### src/rtl/div32s_restoring_seq.sv
// Sequential 32/16 signed restoring divider: one quotient bit per cycle over
// 32 cycles, quotient truncated toward zero, remainder signed like the dividend.
module div32s_restoring_seq (
   input  logic        i_clk,
   input  logic        i_rst,
   input  logic        i_in_valid,
   output logic        o_in_ready,
   input  logic [31:0] i_dividend,
   input  logic [15:0] i_divisor,
   output logic        o_out_valid,
   input  logic        i_out_ready,
   output logic [31:0] o_quotient,
   output logic [15:0] o_remainder,
   output logic        o_div_by_zero
);

   typedef enum logic [1:0] {S_IDLE, S_CALC, S_FIX, S_DONE} state_t;

   state_t      r_state, w_state_nxt;
   logic [31:0] r_dvd;       // dividend magnitude, becomes the quotient
   logic [16:0] r_dvs;       // 17 bits so |-32768| fits
   logic [16:0] r_rem;
   logic [4:0]  r_cnt;
   logic        r_sign_q, r_sign_r, r_zero;
   logic [15:0] r_raw_lo;
   logic [31:0] r_quo;
   logic [15:0] r_remo;
   logic        r_dbz;

   logic [31:0] w_dvd_abs;
   logic [16:0] w_dvs_ext, w_dvs_abs;
   logic [17:0] w_sh;
   logic [16:0] w_diff;
   logic        w_ge;

   assign w_dvd_abs = i_dividend[31] ? (32'd0 - i_dividend) : i_dividend;
   assign w_dvs_ext = {i_divisor[15], i_divisor};
   assign w_dvs_abs = i_divisor[15] ? (17'd0 - w_dvs_ext) : w_dvs_ext;

   // Trial subtract on the shifted partial remainder; the difference fits in
   // 17 bits whenever it is kept.
   assign w_sh   = {r_rem, r_dvd[31]};
   assign w_ge   = (w_sh >= {1'b0, r_dvs});
   assign w_diff = w_sh[16:0] - r_dvs;

   always_ff @(posedge i_clk) begin
      if (i_rst) r_state <= S_IDLE;
      else       r_state <= w_state_nxt;
   end

   always_comb begin
      w_state_nxt = r_state;
      o_in_ready  = 1'b0;
      o_out_valid = 1'b0;
      case (r_state)
         S_IDLE: begin
            o_in_ready = 1'b1;
            if (i_in_valid) w_state_nxt = S_CALC;
         end
         S_CALC:  if (r_cnt == 5'd31) w_state_nxt = S_FIX;
         S_FIX:   w_state_nxt = S_DONE;
         S_DONE: begin
            o_out_valid = 1'b1;
            if (i_out_ready) w_state_nxt = S_IDLE;
         end
         default: w_state_nxt = S_IDLE;
      endcase
   end

   always_ff @(posedge i_clk) begin
      if (i_rst) begin
         r_dvd    <= '0;
         r_dvs    <= '0;
         r_rem    <= '0;
         r_cnt    <= '0;
         r_sign_q <= 1'b0;
         r_sign_r <= 1'b0;
         r_zero   <= 1'b0;
         r_raw_lo <= '0;
         r_quo    <= '0;
         r_remo   <= '0;
         r_dbz    <= 1'b0;
      end else begin
         case (r_state)
            S_IDLE: if (i_in_valid) begin
               r_dvd    <= w_dvd_abs;
               r_dvs    <= w_dvs_abs;
               r_rem    <= '0;
               r_cnt    <= '0;
               r_sign_q <= i_dividend[31] ^ i_divisor[15];
               r_sign_r <= i_dividend[31];
               r_zero   <= (i_divisor == 16'd0);
               r_raw_lo <= i_dividend[15:0];
            end
            S_CALC: begin
               r_rem <= w_ge ? w_diff : w_sh[16:0];
               r_dvd <= {r_dvd[30:0], w_ge};
               r_cnt <= r_cnt + 5'd1;
            end
            S_FIX: begin
               if (r_zero) begin
                  r_quo  <= 32'hFFFF_FFFF;
                  r_remo <= r_raw_lo;
                  r_dbz  <= 1'b1;
               end else begin
                  r_quo  <= r_sign_q ? (32'd0 - r_dvd) : r_dvd;
                  r_remo <= r_sign_r ? (16'd0 - r_rem[15:0]) : r_rem[15:0];
                  r_dbz  <= 1'b0;
               end
            end
            default: ;
         endcase
      end
   end

   assign o_quotient    = r_quo;
   assign o_remainder   = r_remo;
   assign o_div_by_zero = r_dbz;

endmodule

### config.mk
export PLATFORM = sky130hd
export DESIGN_NAME = div32s_restoring_seq
export DESIGN_NICKNAME = d
export VERILOG_FILES = /design/src/rtl/div32s_restoring_seq.sv
export SDC_FILE = /design/constraint.sdc
export NUM_CORES = 1
export LEC_CHECK = 0
export BUFFER_PORTS_ARGS = -buffer_cell sky130_fd_sc_hd__buf_2
export CAP_MARGIN = 25
export CORE_MARGIN = 2
export CORE_UTILIZATION = 40
export DETAILED_ROUTE_END_ITERATION = 16
export PLACE_DENSITY = 0.66
export SYNTH_ARGS = -nofsm -noshare
export SYNTH_HDL_FRONTEND = slang
export SYNTH_SLANG_ARGS = --single-unit
### constraint.sdc
create_clock -name i_clk -period 4.35 [get_ports i_clk]
set_clock_uncertainty 0.1 [all_clocks]
set_input_delay 0.2175 -clock i_clk [delete_from_list [all_inputs] [get_ports i_clk]]
set_output_delay 0.2175 -clock i_clk [all_outputs]
set_load 0.01 [all_outputs]
==> qor.yml, run 1 <==
clock_network:
  post_cts_resized: 0
  cts_tree: "done"
  cts_setup_buffers: 0
  clk_latency_ps: 430
  clock-root-buffer: "clkbuf_16"
  cts_made_buffers: 17
  htree_levels: 4
  cts.path.max_buffers: 2
  hold_buffers: 15
  cts_num_sinks: 141
  clk_pin_slew_ps: 70
yosys:
  synth_top_area_share: 0.338
  synth_area_leader_cell: "dfxtp_1"
  ys_seq_area_frac: 0.338
  syn_inst: 1013
  synth.distinct_cells: 72
  synthArstFlopShare: 0
  synth_area_leaders: "dfxtp_1, xnor2_1, nor2_1"
  yosys_warnings: 0
  ys_ff_latch: 141
  syn-num-nets: 1093
  netlist_area_mm2: 0.00836
  synth_top_flop_cell: "dfxtp_1"
  synth-edff-count: 0
  postSynthAreaPerCell_um2: 8.26
power_and_ir_drop:
  finalPower_w: 0.00634
  p_leak_nw: 3.81
  ir_worst_vdd_mv: 0.304
  powerDensity_mw_per_mm2: 651
timing:
  finalCriticalPeriod_ps: 3130
  slew_headroom: 0.396
  fmax_mhz: 319
  post-route-period-util: 0.720
  rsz0062_at_grt: "no"
  hold_slack_ps: 22.4
  setup_violations: 0
  maxSlewViolCount: 0
  hold_viol: 0
  timing.setup.tns_ps: 0
  tightest_slew_ps: 903
global_routing:
  gr-usage-met1: 0.298
  grt_use_met3: 0.0380
  grt_start_max_net_pins: 72
  grt_pass1_vias: 7204
  antenna_found_initial: 0
  busiest_layer: "met2"
  track_usage: 0.212
  grt_pass1_wl_um: 37800
  grt_util_met2: 0.326
  overflow: 0
final_layout:
  mostFrequentLayoutCell: "dfxtp_1"
  syn_to_final_growth_pct: 16.5
  layout-drive-gt1-share: 0.161
  final_area_mm2: 0.00975
  final_cell_mix: "dfxtp_1, nor2_1, buf_2"
  diodes: 0
  final_nets: 1170
critical_path:
  crit_slowest_cell: "nor4_1"
  worst-setup-path-type: "register to register"
  critPathMaxFanout: 7
  cp_slowest_stage_delay_ps: 700
  worstPathArrival_ps: 3380
  critPathLaunchType: "register"
  end_kind: "register"
  cp.required_ps: 4600
  path_cells: "inv_1, ha_1, or3b_2, nor4_1, nand3_1, o41ai_1, xor2_1, a211oi_1"
floorplanning:
  dieHeight_um: 149
  die_area_mm2: 0.0221
  core_area_mm2: 0.0204
  fp.dieW_um: 149
  initial_core_util: 0.411
  rows: 52
  io-pin-count: 103
placement:
  placed_cell_area_mm2: 0.00901
  io_buffers: 102
  gp_congestion: 0.897
  dp_hpwl_um: 16700
outcome:
  status: "finished clean"
hold_path:
  hold_class: "input port to register"
detailed_routing:
  wirelength_um: 23100
  drt-initial-drc-count: 641
  drc: 0
  detail_route.wl_per_cell_um: 16.8
  num_vias: 7840
  viasPerCell: 5.71
  drt_first_pass_iters: 6
  antenna_left: 0
job:
  maxCapViolCount: 0
## Yosys cell counts (all sizes together), types with 8 or more instances
library cell  count
nor4              9
a222oi           28
nand2b           19
buf              12
a21oi            51
nand4             8
nor3             16
xor2             45
dfxtp           141
o31ai            20
inv              39
nor2            115
o41ai            21
ha               27
a32oi            10
mux2i            19
clkbuf           56
nand3            28
nor2b             8
or4              11
nand2            99
a211oi           50
o21ai            50
xnor2            52
## registers in the layout (all words and copies together), names as in the netlist
name and count:
r_sign_q 1, r_zero 1, r_dvd 32, r_raw_lo 16
r_cnt 5, r_dvs 17, r_rem 17, r_state 2
r_sign_r 1, o_remainder 16, o_div_by_zero 1, o_quotient 32
## through the flow
| step | setup slack, ps | instances | utilization |
|---|---|---|---|
| after floorplan | 1730 | 1013 | - |
| after global placement | 1350 | 1325 | 0.441 |
| after detailed placement | 1270 | 1326 | 0.443 |
| after CTS | 1270 | 1373 | 0.479 |
| after global routing | 884 | 1373 | 0.479 |
| final | 1220 | 1373 | 0.479 |
## area by class of cell
class | count | area, µm²
Clock buffer | 19 | 453
Multi-Input combinational cell | 764 | 5100
Timing Repair Buffer | 127 | 758
Inverter | 39 | 146
Sequential cell | 141 | 2820
Clock inverter | 13 | 128
Tap cell | 270 | 338
Fill cell | 1992 | 10600
## layer usage
metal	vias up	wire (µm)	part of all wire
li1	3855	-	-
met1	3748	11100	0.48
met2	201	10400	0.45
met3	36	1140	0.049
met4	0	502	0.022
met5	-	0	0
## kinds of logic after synthesis
kind of cell / after synthesis / share of synthesized area
simple gates: 343 / 0.198
compound gates: 277 / 0.244
flops: 141 / 0.338
buf+inv: 108 / 0.0536
xor+xnor: 97 / 0.102
fa+ha+maj: 28 / 0.0428
mux: 19 / 0.0227
## report_power, final
part | total (W) | internal, W | switching [W]
clock network | 0.00144 | 0.000829 | 0.000612
registers | 0.00193 | 0.00161 | 0.000311
logic | 0.00298 | 0.00116 | 0.00182
total | 0.00634 | 0.00360 | 0.00274
## critical path: cells and delay by family, from the launching register on
family                   cells  cell delay, ps
AND/OR/NAND/NOR              3            1580
XOR/XNOR                     1             110
buffers and inverters        1             100
AO/OA/AOI/OAI                2             640
flip-flops                   1             350
adder cells (fa/ha/maj)      1             160
## worst paths after layout
kind	from	slack (ps)	endpoint	depth (start not counted)
max reg2reg	r_dvd[0]	1220	o_quotient[30]	8
min reg2reg	r_raw_lo[15]	350	r_raw_lo[15]	2
max	r_dvd[0]	1220	o_quotient[30]	8
min	i_dividend[2]	20	r_raw_lo[2]	3
Note: power is estimated with default switching activity, not from simulation.
==> inputs of run 2 (changes only) <==
Settings changed: PLACE_DENSITY 0.66 to 0.68.
Clock period 4.35 ns to 2.85 ns, I/O delays scaled along.
==> qor.yml, run 2 (synthesized netlist as in run 1, its figures left out) <==
floorplanning:
  core_area_mm2: 0.0204  # unchanged
  dieHeight_um: 149  # unchanged
  die_area_mm2: 0.0221  # unchanged
  initial_core_util: 0.411  # unchanged
  fp.dieW_um: 149  # unchanged
  rows: 52  # unchanged
  io-pin-count: 103  # unchanged
global_routing:
  overflow: 0  # unchanged
  track_usage: 0.211  # -0.000875
  grt_pass1_wl_um: 37900  # +0.15%
  antenna_found_initial: 0  # unchanged
  grt_pass1_vias: 7461  # +3.6%
  grt_start_max_net_pins: 99  # +38%
clock_network:
  cts.path.max_buffers: 2  # unchanged
  cts_tree: "done"
  htree_levels: 4  # unchanged
  cts_setup_buffers: 0  # unchanged
  clk_pin_slew_ps: 60  # about the same
  cts_made_buffers: 17  # unchanged
  clk_latency_ps: 430  # about the same
  clock-root-buffer: "clkbuf_16"
  cts_num_sinks: 141  # unchanged
timing:
  tightest_slew_ps: 772  # -131 ps
  slew_headroom: 0.485  # +0.0883
  hold_slack_ps: 10.3  # -12.1 ps
  hold_viol: 0  # unchanged
  setup_ws_ps: 200  # -1020 ps
  maxSlewViolCount: 0  # unchanged
  fmax_mhz: 377  # +18%
  timing.setup.tns_ps: 0  # unchanged
  setup_violations: 0  # unchanged
  finalCriticalPeriod_ps: 2650  # -482 ps
  post-route-period-util: 0.930  # +0.210
  rsz0062_at_grt: "no"
outcome:
  status: "finished clean"
detailed_routing:
  detail_route.wl_per_cell_um: 16.5  # -2.0%
  drc: 0  # unchanged
  drt_first_pass_iters: 8  # +2
  num_vias: 7974  # +1.7%
  drt-initial-drc-count: 649  # +1.2%
  viasPerCell: 5.64  # -1.2%
  wirelength_um: 23300  # +0.84%
  antenna_left: 0  # unchanged
final_layout:
  fillCellCount: 1954  # -1.9%
  final_nets: 1209  # +3.3%
  final_cell_mix: "dfxtp_1, nor2_1, buf_2"
  layout-drive-gt1-share: 0.184  # +0.0225
  syn_to_final_growth_pct: 20.9
  mostFrequentLayoutCell: "dfxtp_1"
critical_path:
  worstPathArrival_ps: 2900  # -480 ps
  critPathMaxFanout: 10  # +3
  cp.required_ps: 3100  # -1500 ps
  critPathLaunchType: "register"
  worst-setup-path-type: "register to register"
  end_kind: "register"
placement:
  gp_congestion: 0.902  # +0.61%
  dp_hpwl_um: 16600  # -0.28%
  io_buffers: 102  # unchanged
  dp_slack_ps: 228  # -1040 ps
power_and_ir_drop:
  powerDensity_mw_per_mm2: 995  # +53%
  ir_worst_vdd_mv: 0.647  # +110%
  p_leak_nw: 3.99  # +4.9%
  finalPower_w: 0.0101  # +59%
hold_path:
  hold_class: "input port to register"
job:
  maxCapViolCount: 0  # unchanged
## run 2: cell count changes in the layout (fill, tap and decap cells not counted), sizes merged
cell,previous run,this run
buf,112,140
dlygate4sd3,15,26
clkbuf,19,18
diode,0,1
inv,45,46
## run 2: critical path: stages, from the launching register on
cell and delay, ps:
dfxtp_1 410, ha_2 440, nand4_1 100, or4_1 550, a41o_1 280, a21oi_2 200, buf_12 160, nand2_1 130
o21ai_0 200
## run 2: layer usage
metal | GRT usage | vias to the layer above | share of wire
met5 | 0 | - | 0
met4 | 0.0567 | 0 | 0.013
met3 | 0.0377 | 22 | 0.046
met2 | 0.339 | 209 | 0.46
met1 | 0.292 | 3823 | 0.48
li1 | - | 3920 | -
## run 2: worst paths after layout
path	startpoint	end	slack, ps	depth (start not counted)
setup / recovery	r_rem[11]	r_rem[15]	200	8
hold / removal	i_divisor[9]	r_dvs[9]	10	3
setup reg to reg	r_rem[11]	r_rem[15]	200	8
hold reg to reg	r_raw_lo[9]	r_raw_lo[9]	360	2
## run 2: cell type report
| type | instances | area (µm²) | share of cell area |
|---|---|---|---|
| Clock buffer | 18 | 429 | 0.0424 |
| Inverter | 39 | 146 | 0.0145 |
| Antenna cell | 1 | 2.50 | 0.000247 |
| Clock inverter | 14 | 149 | 0.0147 |
| Timing Repair Buffer | 166 | 1110 | 0.109 |
| Sequential cell | 141 | 2820 | 0.279 |
| Multi-Input combinational cell | 764 | 5120 | 0.506 |
| Tap cell | 270 | 338 | 0.0334 |
## run 2: through the flow
step | cells | util | cell area [µm²]
after global placement | 1353 | 0.453 | 9220
final | 1413 | 0.497 | 10100
after global routing | 1412 | 0.497 | 10100
after floorplan | 1013 | - | 8360
after detailed placement | 1353 | 0.453 | 9220
after CTS | 1410 | 0.494 | 10100
## run 2: power by group
part	leakage (nW)	switching (W)	internal [W]
registers	1.15	0.000467	0.00246
logic	2.57	0.00286	0.00209
clock network	0.278	0.000948	0.00123
## run 2: timing repair
| item | in CTS | in global routing |
|---|---|---|
| hold endpoints to repair | 25 | 3 |
| gates resized for setup | 0 | 7 |
| setup endpoints to repair | 0 | 4 |
| hold buffers | 25 | 1 |
==> inputs of run 3 (changes only) <==
Settings changed: PLACE_DENSITY 0.68 to 0.7.
==> qor.yml, run 3 (synthesized netlist as in run 1, its figures left out) <==
power_and_ir_drop:
  seqPwrFrac: 0.288  # -0.003
  powerDensity_mw_per_mm2: 1010  # +1.1%
  p_leak_nw: 4.00  # about the same
  p_sw_frac: 0.417  # -0.00803
  p_comb_frac: 0.485  # -0.007
  power_switching_w: 0.00422  # -1.2%
  ir_worst_vdd_mv: 0.516  # -20%
  clkPwrFrac: 0.227  # +0.010
  internal-power_w: 0.00591  # +2.1%
floorplanning:
  fp.dieW_um: 149  # unchanged
  die_area_mm2: 0.0221  # unchanged
  dieHeight_um: 149  # unchanged
  core_area_mm2: 0.0204  # unchanged
  rows: 52  # unchanged
  io-pin-count: 103  # unchanged
  initial_core_util: 0.411  # unchanged
timing:
  rsz0062_at_grt: "no"
  slew_headroom: 0.568  # +0.0835
  tightest_slew_ps: 648  # -124 ps
  maxSlewViolCount: 0  # unchanged
  hold_viol: 0  # unchanged
  post-route-period-util: 0.941  # +0.0108
  timing.setup.tns_ps: 0  # unchanged
  setup_violations: 0  # unchanged
  finalCriticalPeriod_ps: 2680  # +30.9 ps
  fmax_mhz: 373  # -1.2%
final_layout:
  final_area_mm2: 0.0101  # -0.37%
  diodes: 0  # -1
  syn_to_final_growth_pct: 20.5
  fillCellCount: 1986  # +1.6%
  layout-drive-gt1-share: 0.178  # -0.00607
  mostFrequentLayoutCell: "dfxtp_1"
  final_nets: 1203  # -0.50%
  final_cell_mix: "dfxtp_1, nor2_1, buf_2"
detailed_routing:
  drt-initial-drc-count: 932  # +44%
  drc: 0  # unchanged
  num_vias: 8009  # +0.44%
  antenna_left: 0  # unchanged
  detail_route.wl_per_cell_um: 16.7  # +1.0%
  drt_first_pass_iters: 8  # unchanged
  viasPerCell: 5.70  # +0.94%
  wirelength_um: 23400  # +0.52%
critical_path:
  crit_top_cell: "buf_4"
  path_cells: "inv_1, ha_1, or3b_2, nor4_1, buf_4, nand3_1, buf_4, o41ai_1, xor2_1, a211oi_1"
  critPathLaunchType: "register"
  cpLargestDelayFamily: "simple AND/OR/NAND/NOR gates"
  worstPathArrival_ps: 2920  # +20 ps
  crit_slowest_cell: "or3b_2"
  cp_slowest_stage_delay_ps: 480  # -70 ps
  worst-setup-path-type: "register to register"
  end_kind: "register"
  critPathMaxFanout: 7  # -3
  cp.required_ps: 3090  # about the same
  path_buf_inv: 3  # +2
global_routing:
  grt_start_max_net_pins: 125  # +26%
  antenna_found_initial: 0  # unchanged
  overflow: 0  # unchanged
  grt_pass1_wl_um: 37900  # about the same
  track_usage: 0.212  # +0.00123
  grt_pass1_vias: 7378  # -1.1%
clock_network:
  cts_made_buffers: 17  # unchanged
  cts_num_sinks: 141  # unchanged
  clk_latency_ps: 420  # about the same
  htree_levels: 4  # unchanged
  cts.path.max_buffers: 2  # unchanged
  cts_tree: "done"
  clk_pin_slew_ps: 60  # about the same
  clock-root-buffer: "clkbuf_16"
  cts_setup_buffers: 0  # unchanged
hold_path:
  hold_class: "input port to register"
placement:
  placed_cell_area_mm2: 0.00923  # about the same
  gp_congestion: 0.890  # -1.3%
  dp_hpwl_um: 16600  # -0.41%
  io_buffers: 102  # unchanged
outcome:
  status: "finished clean"
job:
  maxCapViolCount: 0  # unchanged
## run 3: changes by cell type in the layout (fill, tap and decap cells not counted), sizes merged
cell         delta
bufinv          +2
clkinv          +2
clkbuf          +1
dlygate4sd3     -2
inv             -4
buf             -4
diode           -1
clkinvlp        -1
## run 3: power groups by stage
stage               Sequential (W)  Combinational, W  Clock (W)
floorplan                  0.00292           0.00335          0
global placement           0.00293           0.00480          0
detailed placement         0.00295           0.00485          0
CTS                        0.00291           0.00490    0.00233
global route               0.00298           0.00544    0.00240
finish                     0.00292           0.00491    0.00230
## run 3: timing repair
action,4_1_cts,5_1_grt
hold buffers,24,0
endpoints found under the setup margin,0,1
gates resized for setup,0,1
endpoints found under the hold margin,25,0
## run 3: tightest hold or removal path, stage by stage
cell and delay, ps:
buf_2 120, nor4_1 70, mux2i_1 110, nand2_1 60
## run 3: area by class of cell
type,instances,area (µm²),share of cell area
clock inverter,13,161,0.0160
clock buffer,19,443,0.0440
multi-input combinational,764,5110,0.507
inverter,39,146,0.0145
sequential,141,2820,0.280
tap,270,338,0.0335
timing repair buffer,160,1060,0.105
## run 3: path summary, 6_finish.rpt
check | end | slack, ps | startpoint | depth (start not counted)
setup / recovery | o_quotient[30] | 170 | r_dvd[0] | 10
hold / removal | r_dvd[21] | 10 | i_dividend[20] | 4
setup reg to reg | o_quotient[30] | 170 | r_dvd[0] | 10
hold reg to reg | r_raw_lo[13] | 350 | r_raw_lo[13] | 2
## run 3: metrics by stage
step | power (W) | setup WS, ps | hold slack, ps | cells | utilization
3_5_place_dp | 0.00780 | 210 | 336 | 1350 | 0.453
6_report | 0.0101 | 169 | 12.2 | 1406 | 0.495
4_1_cts | 0.0101 | 163 | 3.40 | 1406 | 0.494
5_1_grt | 0.0108 | 1.99 | 12.9 | 1406 | 0.495
3_3_place_gp | 0.00774 | 277 | 332 | 1350 | 0.453
2_1_floorplan | 0.00627 | 228 | 178 | 1013 | -
## run 3: layer usage
| metal | track usage | part of all wire | up-vias |
|---|---|---|---|
| met5 | 0 | 0 | - |
| met2 | 0.336 | 0.47 | 267 |
| met1 | 0.296 | 0.46 | 3792 |
| li1 | - | - | 3921 |
| met4 | 0.0614 | 0.016 | 0 |
| met3 | 0.0393 | 0.058 | 29 |
